--- src/rtl/lap_controller_if.sv ---
// Control pulses in, display values and status out, between the stopwatch
// front end and the lap_controller sequencer.
interface lap_controller_if #(
  parameter int unsigned LAPS = 4
);
  logic                        tick;
  logic                        start_stop;
  logic                        lap;
  logic                        recall;
  logic                        clear;
  logic [5:0]                  min;
  logic [5:0]                  sec;
  logic                        running;
  logic                        showing_lap;
  logic [$clog2(LAPS)-1:0]     lap_idx;
  logic [$clog2(LAPS):0]       lap_count;
  logic                        lap_full;
  logic [1:0]                  blink_en;

  modport master (
    output tick, start_stop, lap, recall, clear,
    input  min, sec, running, showing_lap, lap_idx, lap_count, lap_full, blink_en
  );

  modport slave (
    input  tick, start_stop, lap, recall, clear,
    output min, sec, running, showing_lap, lap_idx, lap_count, lap_full, blink_en
  );
endinterface

--- src/rtl/lap_controller.sv ---
// Stopwatch sequencer: run/pause control of the mm:ss live counter, a small
// lap buffer, and lap recall feeding the display with registered outputs.
module lap_controller #(
  parameter int unsigned LAPS    = 4,
  parameter int unsigned MAX_MIN = 59
) (
  input  logic             clk,
  input  logic             reset,
  lap_controller_if.slave  bus
);
  localparam int unsigned IW = $clog2(LAPS);
  localparam int unsigned CW = IW + 1;

  typedef enum logic [1:0] {S_IDLE, S_RUN, S_PAUSE, S_RECALL} state_t;

  state_t          r_state;
  logic [5:0]      r_lmin, r_lsec;
  logic [CW-1:0]   r_cnt;
  logic [IW-1:0]   r_idx;
  logic [5:0]      r_lap_min [LAPS];
  logic [5:0]      r_lap_sec [LAPS];

  state_t          w_state_n;
  logic [5:0]      w_lmin_n, w_lsec_n;
  logic [CW-1:0]   w_cnt_n;
  logic [IW-1:0]   w_idx_n;
  logic            w_lap_we;

  // Each branch walks the pulses in priority order and only accepts one that
  // is legal in the current state, so an illegal higher pulse never masks a legal lower one.
  always_comb begin
    w_state_n = r_state;
    w_lmin_n  = r_lmin;
    w_lsec_n  = r_lsec;
    w_cnt_n   = r_cnt;
    w_idx_n   = r_idx;
    w_lap_we  = 1'b0;
    case (r_state)
      S_IDLE: begin
        if (bus.start_stop) w_state_n = S_RUN;
      end
      S_RUN: begin
        if (bus.tick) begin
          if (r_lsec == 6'd59) begin
            w_lsec_n = '0;
            w_lmin_n = (r_lmin == 6'(MAX_MIN)) ? '0 : r_lmin + 6'd1;
          end else begin
            w_lsec_n = r_lsec + 6'd1;
          end
        end
        if (bus.start_stop) begin
          w_state_n = S_PAUSE;
        end else if (bus.lap && (r_cnt < CW'(LAPS))) begin
          w_lap_we = 1'b1;
          w_cnt_n  = r_cnt + 1'b1;
        end
      end
      S_PAUSE: begin
        if (bus.clear) begin
          w_state_n = S_IDLE;
          w_lmin_n  = '0;
          w_lsec_n  = '0;
          w_cnt_n   = '0;
        end else if (bus.start_stop) begin
          w_state_n = S_RUN;
        end else if (bus.recall && (r_cnt != '0)) begin
          w_state_n = S_RECALL;
          w_idx_n   = '0;
        end
      end
      S_RECALL: begin
        if (bus.clear) begin
          w_state_n = S_IDLE;
          w_lmin_n  = '0;
          w_lsec_n  = '0;
          w_cnt_n   = '0;
          w_idx_n   = '0;
        end else if (bus.start_stop) begin
          w_state_n = S_RUN;
          w_idx_n   = '0;
        end else if (bus.recall) begin
          if ((CW'(r_idx) + 1'b1) < r_cnt) begin
            w_idx_n = r_idx + 1'b1;
          end else begin
            w_state_n = S_PAUSE;
            w_idx_n   = '0;
          end
        end
      end
      default: w_state_n = S_IDLE;
    endcase
  end

  always_ff @(posedge clk or negedge reset) begin
    if (!reset) begin
      r_state         <= S_IDLE;
      r_lmin          <= '0;
      r_lsec          <= '0;
      r_cnt           <= '0;
      r_idx           <= '0;
      bus.min         <= '0;
      bus.sec         <= '0;
      bus.running     <= 1'b0;
      bus.showing_lap <= 1'b0;
      bus.lap_idx     <= '0;
      bus.lap_count   <= '0;
      bus.lap_full    <= 1'b0;
      bus.blink_en    <= '0;
    end else begin
      r_state <= w_state_n;
      r_lmin  <= w_lmin_n;
      r_lsec  <= w_lsec_n;
      r_cnt   <= w_cnt_n;
      r_idx   <= w_idx_n;
      // Outputs are derived from next-state values to give 1-clk pulse-to-display latency.
      bus.min         <= (w_state_n == S_RECALL) ? r_lap_min[w_idx_n] : w_lmin_n;
      bus.sec         <= (w_state_n == S_RECALL) ? r_lap_sec[w_idx_n] : w_lsec_n;
      bus.running     <= (w_state_n == S_RUN);
      bus.showing_lap <= (w_state_n == S_RECALL);
      bus.lap_idx     <= w_idx_n;
      bus.lap_count   <= w_cnt_n;
      bus.lap_full    <= (w_cnt_n == CW'(LAPS));
      case (w_state_n)
        S_PAUSE:  bus.blink_en <= 2'b11;
        S_RECALL: bus.blink_en <= 2'b01;
        default:  bus.blink_en <= 2'b00;
      endcase
    end
  end

  // Buffer holds data only; it is not reset since cleared slots are never displayed.
  always_ff @(posedge clk) begin
    if (w_lap_we) begin
      r_lap_min[r_cnt[IW-1:0]] <= r_lmin;
      r_lap_sec[r_cnt[IW-1:0]] <= r_lsec;
    end
  end
endmodule

--- src/flat_wrapper.sv ---
// flat-port wrapper written by rule: the top's interface ports become plain ports
module lap_controller_flat 
#(
  parameter int unsigned LAPS    = 4,
  parameter int unsigned MAX_MIN = 59
)
  (clk, reset, bus_tick, bus_start_stop, bus_lap, bus_recall, bus_clear, bus_min, bus_sec, bus_running, bus_showing_lap, bus_lap_idx, bus_lap_count, bus_lap_full, bus_blink_en);
  lap_controller_if #(.LAPS(LAPS)) bus_i ();
  input  logic clk;
  input  logic reset;
  input wire logic [$bits(bus_i.tick)-1:0] bus_tick;
  input wire logic [$bits(bus_i.start_stop)-1:0] bus_start_stop;
  input wire logic [$bits(bus_i.lap)-1:0] bus_lap;
  input wire logic [$bits(bus_i.recall)-1:0] bus_recall;
  input wire logic [$bits(bus_i.clear)-1:0] bus_clear;
  output wire logic [$bits(bus_i.min)-1:0] bus_min;
  output wire logic [$bits(bus_i.sec)-1:0] bus_sec;
  output wire logic [$bits(bus_i.running)-1:0] bus_running;
  output wire logic [$bits(bus_i.showing_lap)-1:0] bus_showing_lap;
  output wire logic [$bits(bus_i.lap_idx)-1:0] bus_lap_idx;
  output wire logic [$bits(bus_i.lap_count)-1:0] bus_lap_count;
  output wire logic [$bits(bus_i.lap_full)-1:0] bus_lap_full;
  output wire logic [$bits(bus_i.blink_en)-1:0] bus_blink_en;
  assign bus_i.tick = bus_tick;
  assign bus_i.start_stop = bus_start_stop;
  assign bus_i.lap = bus_lap;
  assign bus_i.recall = bus_recall;
  assign bus_i.clear = bus_clear;
  assign bus_min = bus_i.min;
  assign bus_sec = bus_i.sec;
  assign bus_running = bus_i.running;
  assign bus_showing_lap = bus_i.showing_lap;
  assign bus_lap_idx = bus_i.lap_idx;
  assign bus_lap_count = bus_i.lap_count;
  assign bus_lap_full = bus_i.lap_full;
  assign bus_blink_en = bus_i.blink_en;
  lap_controller #(.LAPS(LAPS), .MAX_MIN(MAX_MIN)) u_core (.clk(clk), .reset(reset), .bus(bus_i));
endmodule
--- config.mk ---
export PLATFORM = sky130hd
export DESIGN_NAME = lap_controller_flat
export DESIGN_NICKNAME = d
export VERILOG_FILES = /design/src/rtl/lap_controller_if.sv /design/src/rtl/lap_controller.sv /design/src/flat_wrapper.sv
export SDC_FILE = /design/constraint.sdc
export NUM_CORES = 1
export LEC_CHECK = 0
export CAP_MARGIN = 20
export CORE_ASPECT_RATIO = 0.5
export CORE_MARGIN = 5
export CORE_UTILIZATION = 45
export CTS_BUF_LIST = sky130_fd_sc_hd__clkbuf_8
export CTS_CLUSTER_DIAMETER = 80
export CTS_CLUSTER_SIZE = 30
export DETAILED_ROUTE_END_ITERATION = 6
export HOLD_SLACK_MARGIN = 0.1
export SLEW_MARGIN = 20
export SYNTH_ARGS = -nofsm -noshare
export SYNTH_HDL_FRONTEND = slang
export SYNTH_SLANG_ARGS = --single-unit
--- constraint.sdc ---
create_clock -name clk -period 3.3 [get_ports clk]
set_clock_uncertainty 0.15 [all_clocks]
set_input_delay 0.99 -clock clk [delete_from_list [all_inputs] [get_ports clk]]
set_output_delay 0.99 -clock clk [all_outputs]
set_load 0.05 [all_outputs]
==> results.md <==
- The cell at the slowest stage of the critical path is clkdlybuf4s50_1.
- The fraction of the yosys area taken by sequential cells is 63.96%.
- After detailed routing, the number of remaining DRC violations is 0.
- Summed over all cells, the static leakage comes to 1.708 nW.
- In the layout the commonest cells are 48 x edfxtp_1, 36 x dfrtp_1, 27 x clkdlybuf4s50_1, 25 x mux2i_1, 20 x nand2_1.
- The number of search-and-repair iterations in the first detailed-routing pass is 4.
- Setup repair after global routing left no endpoint under its margin.
- The kind of end point of the critical path is a primary output.
- The maximum frequency from static timing analysis is 352.9 MHz.
- For this run, asynchronously set or reset flops after synthesis account for approximately 43%.
- The largest net degree at the start of global routing is 37.
- 29 I/O pins were placed.
- The flow ran to the end, and the final reports show no timing, DRC or antenna violations.
- Summed over all nets, the half-perimeter wirelength after detailed placement is 4973 µm.
- On the worst path, the slowest cell contributes a delay of 0.86 ns.
- STA classifies the critical path startpoint as a flip-flop.
- When the netlist entered floorplanning its net count stood at roughly 280.
- The commonest register cell after synthesis is edfxtp_1.
- The starting density of the core is 45.94%.
- The total congestion overflow is 0.
- The total inserted antenna cells is 0.
- Synthesis produced a netlist whose cell count is 266.
- The total number of vias is ~2400.
- The total setup violations reported at the end of the flow is 0.
- The design draws between 2 and 3 mW.
- The largest driver fanout on the critical path is 9.
- The number of buffers and inverters on the critical path is 1.
- Measured on the finished design, the core utilization comes to 54.59%.
- The pre-CTS setup slack is ~0.10 ns.
- The share of post-route cells with drive strength above 1 is 13.14%.
- The minimum clock period after layout is 2.833 ns.
- For the worst setup path, the data arrival time is 1.69 ns.
- The cts-stage hold buffer count is 0.
- The worst hold-check path type is reg2reg.
- The H-tree depth is 3.
- The floorplan die height is 73.79 µm.
- Clock-pin slew was measured on the worst setup and hold paths at about 0.080 ns.
- The cell row count is 23.
- Setup slack closes at approximately 0.47 ns.
- The routed length per placed instance is 18.18 µm.
- The detailed router finished its first iteration with 130 violations.
- Clock tree synthesis inserted a total of 9 buffers.
- The region available for standard cell placement spans 0.007971 mm².
- Relative to the synthesized area, the layout overhead comes to 18.82%.
- The floorplan step defined a die boundary enclosing ~0.010 mm².
- The number of max-slew violations in the final report is 0.
- Dividing the final minimum period by the clock period gives a little under nine tenths.
- For the final routed database, the setup TNS stands at 0 ns.
- The via count of the first global-routing pass is 2324.
- Input and output buffers added on the ports amount to 28.
- The critical path class is reg2out.
- The floorplan step set the die width to 137.6 µm.
- In this run the power density over the cells is 673.5 mW/mm².
- The number of failing hold endpoints at the final stage came to 0.
- Headroom to the max-slew limit came out at 40.80%.
- The signal on the critical path passes through clkdlybuf4s50_1.
- For the pin with the worst max-slew slack, the measured transition is 0.8880 ns.
- The total global routing track utilization is between 10% and 20%.
- The number of nets in the final layout is around 320.
- Once the clock tree was built, the setup fixing pass inserted 0 buffers.
- The total number of clock tree sinks is 84.
- The global-route wire length before repair is 12380 µm.
- The clock latency reported for the late side of the worst-skew pair is 0.35 ns.
- The synthesized cell area is 0.003662 mm².
- The tree is rooted in a clkbuf_8.
- For the worst setup path, the data required time is about 2.2 ns.
- The clock tree from TritonCTS is yes.
- After detailed placement, the total cell area comes to 0.004134 mm².
- The detail route stage leaves a number of antenna-violating nets equal to 0.
- In the routed layout, each cell is associated on average with a via count of ~5.6.
- The number of enable-type register cells in the synthesized netlist is 48.
- Post-CTS repair changed the size of 0 cells.
- Across the VDD grid, the largest voltage drop is just under 0.6 mV.
- The number of antenna violations at the first check in global routing came to 0.
- The flip-flop and latch count after synthesis is 84.
- The largest delay contributor family on the critical path is buffers and inverters.
- The post-synthesis cell type count is 46.
- The wire length after detailed routing is 7708 µm.
- After routing the design area is roughly 0.0044 mm².
- The global placer's final weighted congestion is 0.9664.
- The maximum clock insertion buffer count is 2.
- During synthesis, Yosys emitted a total of 0 warnings.
- The total of max-cap violations is 0.
- The leading cell type in the layout, fill and taps excluded is edfxtp_1.
- The per-instance average area after synthesis is 13.77 µm².
flip-flops by register name, indices dropped and copies added (netlist names):
register and flops:
u_core.bus.running 1, u_core.bus.showing_lap 1, u_core.bus.lap_idx 2, u_core.r_lap_min 24, u_core.bus.lap_count 3, u_core.bus.blink_en 2, u_core.r_lsec 6, u_core.bus.sec 6
u_core.bus.lap_full 1, u_core.r_lmin 6, u_core.bus.min 6, u_core.r_lap_sec 24, u_core.r_state 2
final timing paths:
kind	slack [ns]	end	startpoint	cells past startpoint
worst min register to register	0.43	u_core.bus.lap_count[2]$_DFF_PN0_	u_core.bus.lap_count[2]$_DFF_PN0_	1
max in group asynchronous	1.83	u_core.r_lmin[2]$_DFF_PN0_	reset	1
worst max register to register	0.67	u_core.bus.min[5]$_DFF_PN0_	u_core.bus.lap_idx[0]$_DFF_PN0_	9
worst min-delay path	0.43	u_core.bus.lap_count[2]$_DFF_PN0_	u_core.bus.lap_count[2]$_DFF_PN0_	1
worst max-delay path	0.47	bus_lap_count[0]	u_core.bus.lap_count[0]$_DFF_PN0_	1
min in group asynchronous	0.60	u_core.bus.min[1]$_DFF_PN0_	reset	1
cells by family (layout without fill, tap and decap cells):
group	after synthesis	after routing	synth area share [%]
AOI/OAI and AO/OA	56	56	13.46
adders and majority gates	9	9	3.075
DFF	84	84	63.96
xor gates and xnor gates	1	1	0.2392
muxes	25	25	6.833
buffers and inverters	16	62	2.220
and+or+nand+nor	75	75	10.22
synth_stat cells (2+ instances only):
library cell  instances  share of area, %
edfxtp_1             48                39
dfrtp_1              36                25
mux2i_1              25               6.8
nand2_1              20               2.0
nor2_1               19               1.9
a21oi_1              11               1.5
a221oi_2             10               4.1
ha_1                  9               3.1
o21ai_0               9               1.2
nand3_1               8               1.1
inv_1                 6              0.61
and3_1                5              0.85
buf_2                 5              0.68
a31oi_1               3              0.51
clkbuf_1              3              0.31
nand2b_1              3              0.51
nand3b_1              3              0.61
nand4_1               3              0.51
a21boi_0              2              0.41
a221oi_1              2              0.48
a22o_1                2              0.48
and2_1                2              0.34
and4b_1               2              0.55
buf_6                 2              0.61
nor2b_1               2              0.34
nor3_1                2              0.27
o211a_1               2              0.55
o211ai_1              2              0.41
o31ai_1               2              0.41
or3_1                 2              0.34
where the power goes:
group / total (mW) / switching [mW] / internal (mW) / leakage (nW)
Sequential: 1.31 / 0.0907 / 1.22 / 0.914
Combinational: 0.827 / 0.540 / 0.287 / 0.679
Clock: 0.794 / 0.353 / 0.440 / 0.115
Total: 2.93 / 0.984 / 1.95 / 1.71
cell type report:
cell class	count	area (µm²)
clock buffers	10	137.6
flip-flops and latches	84	2342
fillers	677	3620
well taps	112	140.1
inverters	6	22.52
multi-input cells	166	1239
repair buffers	40	390.4
clock inverters	6	80.08
layer usage:
layer,wire length [µm],vias up,GRT usage (%)
li1,-,1107,-
met2,3290,79,24.14
met4,80,0,5.310
met5,0,-,0
met1,3880,1178,24.13
met3,457,8,5.609
stage by stage:
step / instances / hold slack [ns]
final: 424 / 0.4338
after CTS: 424 / 0.4422
after floorplan: 266 / 0.3637
after global placement: 408 / 0.3965
after detailed placement: 408 / 0.4221
after global routing: 424 / 0.4753
(Power assumes the default switching activity.)
